[src/rtl/spi_master_param.sv]
// Parameterised SPI master that moves one full-duplex DATA_W-bit word per start.
// It supports all four SPI modes, MSB- or LSB-first order, and an SCLK half-period of DIV clk cycles.
module spi_master_param #(
    parameter int DATA_W = 16,
    parameter int DIV    = 12
) (
    input  logic              clk,
    input  logic              reset_n,
    input  logic              start,
    input  logic [DATA_W-1:0] data,
    input  logic [1:0]        mode,
    input  logic              lsb_first,
    output logic [DATA_W-1:0] dout,
    output logic              busy,
    output logic              ready,
    output logic              spi_clk,
    output logic              spi_mosi,
    input  logic              spi_miso,
    output logic              spi_cs_n,
    output logic              spi_str
);
    localparam int            EW        = $clog2(2 * DATA_W);
    localparam logic [EW-1:0] LAST_EDGE = EW'(2 * DATA_W - 1);
    localparam logic [7:0]    RELOAD    = 8'(DIV - 1);

    typedef enum logic [2:0] {
        ST_IDLE   = 3'd0,
        ST_SETUP  = 3'd1,
        ST_XFER   = 3'd2,
        ST_HOLD   = 3'd3,
        ST_STROBE = 3'd4
    } state_t;

    state_t            state_r, state_s;
    logic [7:0]        cnt_r;
    logic [EW-1:0]     edge_r;
    logic [DATA_W-1:0] tx_r, rx_r;
    logic              cpol_r, cpha_r, lsb_r;
    logic              tick_s, accept_s, lead_s, last_s;

    function automatic logic first_bit(input logic [DATA_W-1:0] w, input logic lsb);
        if (lsb) return w[0];
        else     return w[DATA_W-1];
    endfunction

    function automatic logic [DATA_W-1:0] shift_out(input logic [DATA_W-1:0] w, input logic lsb);
        if (lsb) return {1'b0, w[DATA_W-1:1]};
        else     return {w[DATA_W-2:0], 1'b0};
    endfunction

    // Bits are assembled in transmit order: first sample ends up at the MSB, or at the LSB when lsb-first.
    function automatic logic [DATA_W-1:0] shift_in(input logic [DATA_W-1:0] w, input logic b, input logic lsb);
        if (lsb) return {b, w[DATA_W-1:1]};
        else     return {w[DATA_W-2:0], b};
    endfunction

    assign tick_s   = (state_r != ST_IDLE) && (cnt_r == 8'd0);
    assign accept_s = (state_r == ST_IDLE) && start;
    assign lead_s   = ~edge_r[0];
    assign last_s   = (edge_r == LAST_EDGE);

    // Half-period counter
    always_ff @(posedge clk or negedge reset_n) begin
        if (!reset_n)                cnt_r <= 8'd0;
        else if (accept_s || tick_s) cnt_r <= RELOAD;
        else if (cnt_r != 8'd0)      cnt_r <= cnt_r - 8'd1;
        else                         cnt_r <= cnt_r;
    end

    // SCLK edge counter within XFER
    always_ff @(posedge clk or negedge reset_n) begin
        if (!reset_n)                            edge_r <= '0;
        else if (accept_s)                       edge_r <= '0;
        else if (state_r == ST_XFER && tick_s)   edge_r <= edge_r + EW'(1);
        else                                     edge_r <= edge_r;
    end

    // State register
    always_ff @(posedge clk or negedge reset_n) begin
        if (!reset_n) state_r <= ST_IDLE;
        else          state_r <= state_s;
    end

    // Next-state logic
    always_comb begin
        state_s = state_r;
        case (state_r)
            ST_IDLE:   if (start)            state_s = ST_SETUP;  else state_s = ST_IDLE;
            ST_SETUP:  if (tick_s)           state_s = ST_XFER;   else state_s = ST_SETUP;
            ST_XFER:   if (tick_s && last_s) state_s = ST_HOLD;   else state_s = ST_XFER;
            ST_HOLD:   if (tick_s)           state_s = ST_STROBE; else state_s = ST_HOLD;
            ST_STROBE: if (tick_s)           state_s = ST_IDLE;   else state_s = ST_STROBE;
            default:                         state_s = ST_IDLE;
        endcase
    end

    // Registered SPI pins, shift registers and handshake outputs
    always_ff @(posedge clk or negedge reset_n) begin
        if (!reset_n) begin
            spi_clk  <= 1'b0;
            spi_mosi <= 1'b0;
            spi_cs_n <= 1'b1;
            spi_str  <= 1'b0;
            busy     <= 1'b0;
            ready    <= 1'b0;
            dout     <= '0;
            tx_r     <= '0;
            rx_r     <= '0;
            cpol_r   <= 1'b0;
            cpha_r   <= 1'b0;
            lsb_r    <= 1'b0;
        end else begin
            ready <= 1'b0;
            case (state_r)
                ST_IDLE: begin
                    spi_clk  <= mode[1];
                    spi_cs_n <= 1'b1;
                    spi_str  <= 1'b0;
                    if (start) begin
                        cpol_r   <= mode[1];
                        cpha_r   <= mode[0];
                        lsb_r    <= lsb_first;
                        busy     <= 1'b1;
                        spi_cs_n <= 1'b0;
                        rx_r     <= '0;
                        // CPHA=0 needs the first bit on the wire before the first leading edge
                        if (!mode[0]) begin
                            spi_mosi <= first_bit(data, lsb_first);
                            tx_r     <= shift_out(data, lsb_first);
                        end else begin
                            tx_r     <= data;
                        end
                    end
                end
                ST_SETUP: begin
                    spi_cs_n <= 1'b0;
                end
                ST_XFER: begin
                    if (tick_s) begin
                        spi_clk <= ~spi_clk;
                        if (lead_s) begin
                            if (!cpha_r) begin
                                rx_r <= shift_in(rx_r, spi_miso, lsb_r);
                            end else begin
                                spi_mosi <= first_bit(tx_r, lsb_r);
                                tx_r     <= shift_out(tx_r, lsb_r);
                            end
                        end else begin
                            if (cpha_r) begin
                                rx_r <= shift_in(rx_r, spi_miso, lsb_r);
                            end else if (!last_s) begin
                                spi_mosi <= first_bit(tx_r, lsb_r);
                                tx_r     <= shift_out(tx_r, lsb_r);
                            end
                        end
                    end
                end
                ST_HOLD: begin
                    if (tick_s) begin
                        spi_cs_n <= 1'b1;
                        spi_str  <= 1'b1;
                    end
                end
                ST_STROBE: begin
                    if (tick_s) begin
                        spi_str  <= 1'b0;
                        spi_mosi <= 1'b0;
                        spi_clk  <= cpol_r;
                        busy     <= 1'b0;
                        ready    <= 1'b1;
                        dout     <= rx_r;
                    end
                end
                default: begin
                    spi_cs_n <= 1'b1;
                    spi_str  <= 1'b0;
                    spi_mosi <= 1'b0;
                    busy     <= 1'b0;
                end
            endcase
        end
    end
endmodule

[config.mk]
export PLATFORM = sky130hd
export DESIGN_NAME = spi_master_param
export DESIGN_NICKNAME = d
export VERILOG_FILES = /design/src/rtl/spi_master_param.sv
export SDC_FILE = /design/constraint.sdc
export NUM_CORES = 1
export LEC_CHECK = 0
export BUFFER_PORTS_ARGS = -buffer_cell sky130_fd_sc_hd__buf_2
export CAP_MARGIN = 20
export CORE_MARGIN = 4
export CORE_UTILIZATION = 53
export DETAILED_ROUTE_END_ITERATION = 12
export GPL_ROUTABILITY_DRIVEN = 1
export HOLD_SLACK_MARGIN = 0.1
export PLACE_DENSITY = 0.79
export SKIP_CTS_REPAIR_TIMING = 1
export SYNTH_ARGS = -nofsm -noshare
export SYNTH_HDL_FRONTEND = slang
export SYNTH_SLANG_ARGS = --single-unit
[constraint.sdc]
create_clock -name clk -period 4 [get_ports clk]
set_input_delay 0.4 -clock clk [delete_from_list [all_inputs] [get_ports clk]]
set_output_delay 0.4 -clock clk [all_outputs]
set_load 0.1 [all_outputs]
==> After elaboration in Yosys (flattened, before gate mapping) <==
Cells that the tools add are included.
{ "totals": {"reg_bits": 73, "word_cells": 112, "output_inout_bits": 22, "input_bits": 23} }
{ "op_classes": {"n_mux": 49, "reduce_logical": 26, "n_bitwise": 5, "n_addsub": 2, "eq_ne": 15} }
{ "op_table": {"columns": ["op", "count"], "rows": [
  ["16-bit 2-to-1 mux", 15],
  ["16-bit one-hot mux with 2 select lines", 2],
  ["1-bit 2-to-1 mux", 19],
  ["8-bit 2-to-1 mux", 2],
  ["3-bit != test, second input constant", 5],
  ["3-bit one-hot mux with 5 select lines", 1],
  ["5-bit 2-to-1 mux", 2],
  ["2-bit != test, second input constant", 5],
  ["1-bit one-hot mux with 3 select lines", 3],
  ["3-bit AND reduction", 3],
  ["8-bit logical NOT", 1],
  ["1-bit one-hot mux with 4 select lines", 2],
  ["8-bit AND reduction", 1],
  ["8-bit nonzero test", 1],
  ["8-bit by 1-bit subtractor with 8-bit output, second input constant", 1],
  ["3-bit by 2-bit == test with 1-bit output, second input constant", 2],
  ["3-bit 2-to-1 mux", 2],
  ["2-bit AND reduction", 3],
  ["6-bit AND reduction", 1],
  ["2-bit nonzero test", 3],
  ["3-bit nonzero test", 2],
  ["2-bit OR reduction", 3],
  ["5-bit by 1-bit adder with 5-bit output, second input constant", 1],
  ["5-bit == test, second input constant", 1],
  ["other kinds (9)", 16]
]} }

==> Longest topological paths before layout <==
Gate-level depths: netlist of run 1.
{ "depth": {"depth_word": 6, "mapped_depth": 8, "depth_no_buf": 7} }

==> Worst setup path after synthesis of run 1 <==
OpenSTA, ideal clock, no wires.
{ "synth_timing": {"path_type": "flip-flop to flip-flop", "start": "reg cnt_r[0]", "end": "reg tx_r[0]", "setup_ns": 0.125, "t_required_ns": 3.875, "path_stages_with_launch": 7, "t_arrival_ns": 2.196, "n_path_buf": 0, "period_less_slack_ns": 2.320, "slack_ns": 1.680, "cell_sequence": "dfrtp_1 -> inv_1 -> ha_1 -> nor3b_1 -> nand2_2 -> o31ai_4 -> mux2_2"} }
{ "synth_via": {"elab_chain_cells": 4} }
{ "synth_rtl": {"columns": ["element", "line_no", "text"], "rows": [
  ["start: declaration", "35", "logic [7:0] cnt_r;"],
  ["start signal: assignment", "66", "else if (cnt_r != 8'd0) cnt_r <= cnt_r - 8'd1;"],
  ["start signal: assignment", "67", "else cnt_r <= cnt_r;"],
  ["8-bit logical NOT", "57", "assign tick_s = (state_r != ST_IDLE) && (cnt_r == 8'd0);"],
  ["1-bit logical AND", "57", null],
  ["2-bit != test (no source line)", null, null],
  ["6-bit AND reduction (no source line)", null, null],
  ["end signal: assignment", "129", "tx_r <= shift_out(data, lsb_first);"],
  ["end signal: assignment", "131", "tx_r <= data;"],
  ["end signal: assignment", "146", "tx_r <= shift_out(tx_r, lsb_r);"],
  ["end: declaration", "37", "logic [DATA_W-1:0] tx_r, rx_r;"]
]} }
No other way between the ends.
A chain may end at the register's enable or synchronous reset.

==> Worst setup path after layout of run 1 <==
{ "layout_timing": {"start": "reg cnt_r[0]", "end": "reg tx_r[15]"} }
The elaborated chain is that of the path after synthesis.

==> impl_metrics.py, run 1 <==
metrics = {
    "sta": {
        "final-hold-violation-count": 0,
        "layout_min_cycle_time_ps": 2990,
        "drv_slew": 0,
        "worst_clock_skew_ps": 12.0,
        "relSlewSlack_pct": 38.6,
        "rsz0062_at_grt": "no",
        "tns_ps": 0,
        "worst_slack_ps": 1010,
        "fin_crit_sh_pct": 74.7,
        "clock.fmax_mhz": 335,
        "tightestPinTransition_ps": 921,
        "finalSetupViolations": 0,
    },
    "worst_setup_path": {
        "timing.rr.end": "tx_r[15]",
        "worstPathRequired_ps": 4230,
        "path_class": "reg -> reg",
        "path_delay_family": "simple AND/OR/NAND/NOR gates",
        "end_kind": "flop",
        "rr_worst_depth": 7,
        "critPathMaxStageDelay_ps": 650,
        "crit_chain": "inv_1, ha_1, nor3b_1, nand2_2, o31ai_4, buf_4, mux2_2",
        "cp_num_buf_inv": 2,
        "start_kind": "flop",
        "critPathMaxFanout": 10,
        "critical_path_arrival_ps": 3220,
        "slowest_stage": "nor3b_1",
        "regToRegStartpoint": "cnt_r[0]",
        "rrSetupSlack_ps": 1010,
    },
    "cells_and_area": {
        "area_growth_pct": 9.75,
        "finalNetCount": 454,
        "num_antenna_cells": 0,
        "layout_commonest_cell": "dfrtp_1",
        "drive_above_1_share_pct": 21.0,
        "design_area_um2": 4490,
        "fillers": 631,
        "final_util_pct": 61.0,
        "mostFrequentLayoutCells": "dfrtp_1, mux2i_1, buf_2",
    },
    "pwr": {
        "ir_drop_mv": 0.285,
        "p_leak_nw": 2.14,
        "finalPower_mw": 2.75,
        "power.density_nw_per_um2": 613,
    },
    "logic_synthesis": {
        "synth_top_area_share_pct": 44.0,
        "synth_ff_type": "dfrtp_1",
        "yosys_register_bits": 73,
        "netlist_instances": 396,
        "synth_edf_count": 0,
        "syn_area_um2": 4090,
        "synth_area_leaders": "dfrtp_1, mux2i_1, o2bb2ai_1",
        "yosys_warnings": 0,
        "ys_types": 51,
        "synth_fp_nets": 422,
        "async_reset_ff_share_pct": 100,
        "synth-seq-area-share_pct": 44.7,
        "syn_avg_cell_area_um2": 10.3,
        "synth_top_area_cell": "dfrtp_1",
    },
    "clock_network": {
        "htreeDepth": 3,
        "cts_tree": "done",
        "cts.clk_slew.worst_paths_ps": 80,
        "cts-root-buf": "clkbuf_8",
        "clock_latency_ps": 350,
        "cts_buffer_depth": 2,
        "cts.sinks": 73,
        "cts_buffers": 9,
    },
    "routing": {
        "drc": 0,
        "drtPass1Iterations": 4,
        "num_vias": 3025,
        "viasPerCell": 5.69,
        "routedWlPerCell_um": 15.6,
        "antenna_left": 0,
        "routed_wl_um": 8320,
        "drtIter0Drc": 172,
    },
    "min_path": {
        "min_path_type": "in -> async",
    },
    "global_routing": {
        "antenna_found_initial": 0,
        "grt.total_usage_pct": 19.4,
        "grt_pass1_vias": 2963,
        "grt_pass1_wl_um": 13900,
        "overflow": 0,
        "grt_max_degree": 37,
    },
    "floorplan": {
        "start_util_pct": 55.5,
        "dieHeight_um": 95.9,
        "rows": 31,
        "die_width_um": 95.9,
        "core_um2": 7370,
        "die_area_um2": 9190,
        "pin_count": 45,
    },
    "placement": {
        "gp_congestion": 0.817,
        "dp_slack_ps": 1080,
        "dpl.hpwl_um": 5790,
        "portBuffers": 44,
        "placed_area_um2": 4320,
    },
    "outcome": {
        "status": "complete, no violations",
    },
    "flow_run": {
        "drv_cap": 0,
    },
}
[per-stage QoR]
step,instances,hold WS (ps)
floorplan,396,104
global placement,516,445
finish,532,95.9
CTS,532,111
global route,532,142
detailed placement,516,467
[logic make-up after synthesis]
family                     count (synthesis)  synth area share [%]
and+or+nand+nor                           96                  11.7
AOI/OAI and AO/OA                         86                  14.0
muxes                                     81                  21.2
DFF                                       73                  44.7
buffers and inverters                     49                  5.75
xor gates and xnor gates                   8                  1.71
adders and majority gates                  3                 0.917
[cell usage after synthesis, types with 2 or more instances]
cell type / number
dfrtp_1: 72
mux2i_1: 62
nand2_1: 30
nor2_1: 29
a21oi_1: 22
o21ai_0: 22
inv_1: 21
clkbuf_1: 16
o2bb2ai_1: 16
mux2_2: 10
mux2_4: 9
or3_1: 7
nor3_1: 6
xnor2_1: 6
a31oi_1: 5
buf_2: 4
buf_6: 4
o22ai_1: 4
buf_1: 3
ha_1: 3
nor3b_1: 3
nor4_1: 3
or3b_2: 3
a211oi_1: 2
a22o_1: 2
a2bb2oi_1: 2
and3_1: 2
nand3_1: 2
nand3b_1: 2
o31ai_1: 2
xor2_1: 2
[worst register-to-register path: stages, from the launching register on]
cell,delay (ps)
dfrtp_1,400
inv_1,100
ha_1,230
nor3b_1,650
nand2_2,290
o31ai_4,540
buf_4,310
mux2_2,350
[state kept, by name, summed over array words and instances (netlist names)]
name,cells
busy,1
spi_clk,1
cpol_r,1
tx_r,16
dout,16
state_r,3
cnt_r,8
spi_mosi,1
lsb_r,1
cpha_r,1
ready,1
spi_cs_n,1
spi_str,1
rx_r,16
edge_r,5
[worst max path at each step]
stage | startpoint | end | cells after the start
2_1_floorplan | cnt_r[0] | tx_r[0] | 6
3_3_place_gp | cnt_r[0] | tx_r[15] | 7
3_5_place_dp | cnt_r[0] | tx_r[15] | 7
4_1_cts | cnt_r[0] | tx_r[15] | 7
5_1_grt | cnt_r[0] | tx_r[15] | 7
6_report | cnt_r[0] | tx_r[15] | 7
[layout make-up]
cell class                      instances  area (um^2)  share of cell area [%]
Clock buffer                           13          159                    3.54
Clock inverter                          3         15.0                   0.334
Inverter                               21         78.8                    1.75
Multi-Input combinational cell        274         2030                    45.2
Sequential cell                        73         1830                    40.7
Tap cell                               99          124                    2.76
Timing Repair Buffer                   49          258                    5.74
[where the power goes]
group | switching, mW | total [mW] | internal (mW)
clock network | 0.263 | 0.520 | 0.257
registers | 0.236 | 1.16 | 0.926
logic | 0.642 | 1.07 | 0.431
[routing by layer]
metal	part of all wire, %	track usage [%]	up-vias
met5	0	0	-
met4	1.4	6.75	0
met3	3.8	3.75	11
met2	48	30.5	51
met1	47	26.8	1485
li1	-	-	1478
(Power assumes the default switching activity.)
==> run 2, diff against run 1 <==
- PLACE_DENSITY: 0.79 -> 0.82
- clock period: 4 -> 2.62 ns (I/O delays scaled with it)
==> run 2 against run 1 <==
- critical path depth up 1
- final area up 3.0%
- first-iteration DRC count rose by 43%
- hold slack improved by 29 ps
- critical endpoint is now rx_r[6]
- sequential power grew 49%
- maximum frequency rose by 26%
==> impl_metrics.py, run 2 (synthesized netlist as in run 1, its figures left out) <==
metrics = {
    "worst_setup_path": {
        "start_kind": "flop",
        "rr_worst_depth": 8,
        "end_kind": "flop",
        "worstPathRequired_ps": 2820,
        "critical_path_arrival_ps": 2570,
        "critPathMaxFanout": 16,
        "path_class": "reg -> reg",
    },
    "sta": {
        "clock.fmax_mhz": 422,
        "fin_crit_sh_pct": 90.4,
        "finalSetupViolations": 0,
        "rsz0062_at_grt": "no",
        "worst_clock_skew_ps": 9.45,
        "relSlewSlack_pct": 49.3,
        "tns_ps": 0,
        "tightestPinTransition_ps": 760,
        "drv_slew": 0,
        "final-hold-violation-count": 0,
        "layout_min_cycle_time_ps": 2370,
    },
    "flow_run": {
        "drv_cap": 0,
    },
    "routing": {
        "viasPerCell": 5.82,
        "routed_wl_um": 8630,
        "num_vias": 3149,
        "drtIter0Drc": 246,
        "antenna_left": 0,
        "drtPass1Iterations": 4,
        "drc": 0,
        "routedWlPerCell_um": 15.9,
    },
    "min_path": {
        "hold_depth": 3,
        "min_path_type": "in -> reg",
    },
    "placement": {
        "dp_cells": 524,
        "gp_congestion": 0.863,
        "dpl.hpwl_um": 6050,
        "portBuffers": 44,
    },
    "cells_and_area": {
        "finalNetCount": 463,
        "num_antenna_cells": 0,
        "area_growth_pct": 13.1,
        "final_util_pct": 62.8,
        "layout_commonest_cell": "dfrtp_1",
        "top_regs": "dout: 16 flops, rx_r: 16 flops, tx_r: 16 flops",
        "drive_above_1_share_pct": 22.9,
        "mostFrequentLayoutCells": "dfrtp_1, mux2i_1, buf_2",
        "layoutNonFillerInstCount": 541,
    },
    "clock_network": {
        "cts-root-buf": "clkbuf_8",
        "cts_buffer_depth": 2,
        "htreeDepth": 3,
        "clock_latency_ps": 350,
        "cts_tree": "done",
        "cts.clk_slew.worst_paths_ps": 80,
        "cts.sinks": 73,
        "cts_buffers": 9,
    },
    "floorplan": {
        "dieHeight_um": 95.9,
        "core_um2": 7370,
        "die_width_um": 95.9,
        "pin_count": 45,
        "rows": 31,
        "die_area_um2": 9190,
        "start_util_pct": 55.5,
    },
    "global_routing": {
        "grt_pass1_vias": 3125,
        "grt.total_usage_pct": 20.5,
        "grt_max_degree": 41,
        "grt_pass1_wl_um": 14900,
        "overflow": 0,
        "antenna_found_initial": 0,
    },
    "pwr": {
        "p_leak_nw": 2.20,
        "ir_drop_mv": 0.426,
        "power.density_nw_per_um2": 972,
        "finalPower_mw": 4.50,
    },
    "outcome": {
        "status": "complete, no violations",
    },
}
[run 2: cell count changes in the layout (fill, tap and decap cells not counted)]
cell	delta
inv_6	+2
clkbuf_1	-2
clkinvlp_4	+1
clkbuf_8	-2
dlygate4sd3_1	+1
bufinv_16	+2
buf_12	+1
clkinv_4	+2
buf_4	+7
clkinv_2	-3
[run 2: worst max-delay path, cell delays in order, from the launching register on]
cell and delay [ps]:
dfrtp_1 390, inv_1 90, ha_1 240, or3b_2 510
buf_4 200, nor3_4 300, o22ai_1 140, buf_4 220
o2bb2ai_1 140
[run 2: report_power, final]
part	total [mW]	internal (mW)	switching, mW	leakage [nW]
Combinational	1.77	0.710	1.06	1.14
Sequential	1.73	1.41	0.319	0.956
Clock	0.997	0.546	0.451	0.110
Total	4.50	2.67	1.83	2.20
[run 2: layout make-up]
class	count	area [um^2]
clock inverter	7	103
timing repair buffer	58	340
fill	610	2740
inverter	21	78.8
sequential	73	1830
clock buffer	9	124
multi-input combinational	274	2030
tap	99	124
[run 2: final timing paths]
| check | start | to | slack (ps) |
|---|---|---|---|
| setup / recovery | cnt_r[0] | rx_r[6] | 250 |
| min in group asynchronous | reset_n | dout[9] | 520 |
| hold / removal | mode[1] | cpol_r | 120 |
| hold reg to reg | cnt_r[0] | cnt_r[0] | 460 |
| max in group asynchronous | reset_n | spi_cs_n | 1380 |
| setup reg to reg | cnt_r[0] | rx_r[6] | 250 |
[run 2: metal layers]
layer | track usage [%] | share of wire, % | vias to the layer above
met4 | 7.35 | 1.5 | 0
met2 | 31.7 | 48 | 81
met1 | 28.9 | 46 | 1561
met3 | 3.75 | 4.1 | 13
met5 | 0 | 0 | -
li1 | - | - | 1494
[run 2: per-stage QoR]
step | setup slack (ps) | hold slack [ps] | area (um^2)
after detailed placement | 277 | 382 | 4390
after global routing | 52.8 | 133 | 4630
after floorplan | 300 | -33.6 | 4090
after CTS | 266 | -0.524 | 4620
after global placement | 351 | 369 | 4390
final | 251 | 125 | 4630
==> run 3, diff against run 2 <==
- CORE_ASPECT_RATIO: default -> 0.75
==> run 3 against run 2 <==
- non-clock buffer count grew 2
- die area grew 0.16%
- routed wire length grew 1.0%
- clock power shrank 2.8%
- clock skew shrank 1.6 ps
- highest routed layer unchanged
- global-route usage grew 0.099 points
- combinational power is essentially flat
- final area grew 0.35%
- core utilization shrank 0.31 points
- via count is essentially flat
- first-iteration DRC count shrank 27%
- critical endpoint is now rx_r[4]
- total power shrank 0.39%
==> impl_metrics.py, run 3 (synthesized netlist as in run 1, its figures left out) <==
metrics = {
    "clock_network": {
        "cts_buffer_depth": 2,
        "cts_tree": "done",
        "htreeDepth": 3,
        "cts_buffers": 9,
        "clock_latency_ps": 350,
        "cts-root-buf": "clkbuf_8",
        "cts.sinks": 73,
        "cts.clk_slew.worst_paths_ps": 80,
    },
    "routing": {
        "drtPass1Iterations": 4,
        "routedWlPerCell_um": 16.0,
        "antenna_left": 0,
        "drc": 0,
        "drtIter0Drc": 179,
        "num_vias": 3151,
        "routed_wl_um": 8720,
        "viasPerCell": 5.78,
    },
    "cells_and_area": {
        "top_regs": "dout: 16 flops, rx_r: 16 flops, tx_r: 16 flops",
        "num_antenna_cells": 0,
        "drive_above_1_share_pct": 23.2,
        "area_growth_pct": 13.5,
        "fillers": 621,
        "multi_input_area_um2": 2030,
        "final_util_pct": 62.5,
        "seq_area_um2": 1830,
        "finalNetCount": 465,
        "layout_commonest_cell": "dfrtp_1",
        "mostFrequentLayoutCells": "dfrtp_1, mux2i_1, buf_2",
    },
    "worst_setup_path": {
        "critical_path_arrival_ps": 2620,
        "timing.rr.end": "rx_r[4]",
        "path_class": "reg -> reg",
        "rrSetupSlack_ps": 250,
        "start_kind": "flop",
        "worstPathRequired_ps": 2870,
        "regToRegStartpoint": "cnt_r[0]",
        "critPathMaxStageDelay_ps": 470,
        "cp-endpoint": "rx_r[4]",
        "end_kind": "flop",
        "crit_chain": "inv_1, ha_1, or3b_2, buf_4, nor2_1, nand2_1, o2bb2ai_1",
        "critPathMaxFanout": 16,
        "startpoint": "cnt_r[0]",
        "slowest_stage": "or3b_2",
        "rr_worst_depth": 7,
    },
    "sta": {
        "worst_hold_slack_ps": 104,
        "finalSetupViolations": 0,
        "clock.fmax_mhz": 422,
        "drv_slew": 0,
        "relSlewSlack_pct": 45.7,
        "tightestPinTransition_ps": 814,
        "rsz0062_at_grt": "no",
        "fin_crit_sh_pct": 90.4,
        "tns_ps": 0,
        "final-hold-violation-count": 0,
        "worst_slack_ps": 251,
        "worst_clock_skew_ps": 7.87,
        "layout_min_cycle_time_ps": 2370,
    },
    "global_routing": {
        "grt_pass1_vias": 3012,
        "grt.total_usage_pct": 20.6,
        "grt_pass1_wl_um": 15100,
        "overflow": 0,
        "grt_max_degree": 39,
        "antenna_found_initial": 0,
    },
    "floorplan": {
        "core_um2": 7430,
        "dieHeight_um": 84.1,
        "start_util_pct": 55.1,
        "pin_count": 45,
        "die_width_um": 109,
        "die_area_um2": 9210,
        "rows": 27,
    },
    "placement": {
        "gp_congestion": 0.892,
        "dp_slack_ps": 301,
        "portBuffers": 44,
        "dpl.hpwl_um": 6210,
    },
    "flow_run": {
        "drv_cap": 0,
    },
    "outcome": {
        "status": "complete, no violations",
    },
    "pwr": {
        "power.density_nw_per_um2": 965,
        "p_leak_nw": 2.21,
        "ir_drop_mv": 0.614,
        "finalPower_mw": 4.48,
    },
    "min_path": {
        "min_path_type": "in -> reg",
        "worstHoldStart": "mode[1]",
    },
}
==> run 3: stage by stage <==
step,cells,cell area (um^2)
after floorplan,396,4090
after global placement,528,4410
after detailed placement,528,4410
after CTS,544,4630
after global routing,545,4640
final,545,4640
==> run 3: worst min path at each step <==
stage / endpoint / slack [ps] / cells past startpoint
detailed placement: busy / 400 / 1
floorplan: busy / -30 / 0
finish: cpol_r / 100 / 3
global route: cpol_r / 100 / 3
global placement: busy / 390 / 1
CTS: busy / 20 / 1
==> run 3: layer usage <==
metal	global-route usage, %	routed length [um]	vias to the layer above
li1	-	-	1508
met1	30.0	4190	1560
met2	30.6	3960	76
met3	6.03	500	7
met4	4.19	62	0
met5	0	0	-
==> run 3: final cells by class <==
type / count / area share, %
Sequential cell: 73 / 39.4
Clock buffer: 13 / 3.85
Tap cell: 101 / 2.72
Timing Repair Buffer: 60 / 7.65
Clock inverter: 3 / 0.997
Multi-Input combinational cell: 274 / 43.7
Inverter: 21 / 1.70
==> run 3: power by group <==
group / switching [mW] / internal (mW) / total (mW)
combinational: 1.05 / 0.715 / 1.76
clock: 0.423 / 0.546 / 0.969
sequential: 0.334 / 1.41 / 1.75
==> run 3: worst max-delay path: cells and delay by family, from the launching register on <==
kind                     cells  cell delay (ps)
AO/OA/AOI/OAI                1              330
adder cells (fa/ha/maj)      1              250
buffers and inverters        2              290
flip-flops                   1              390
AND/OR/NAND/NOR              3             1010
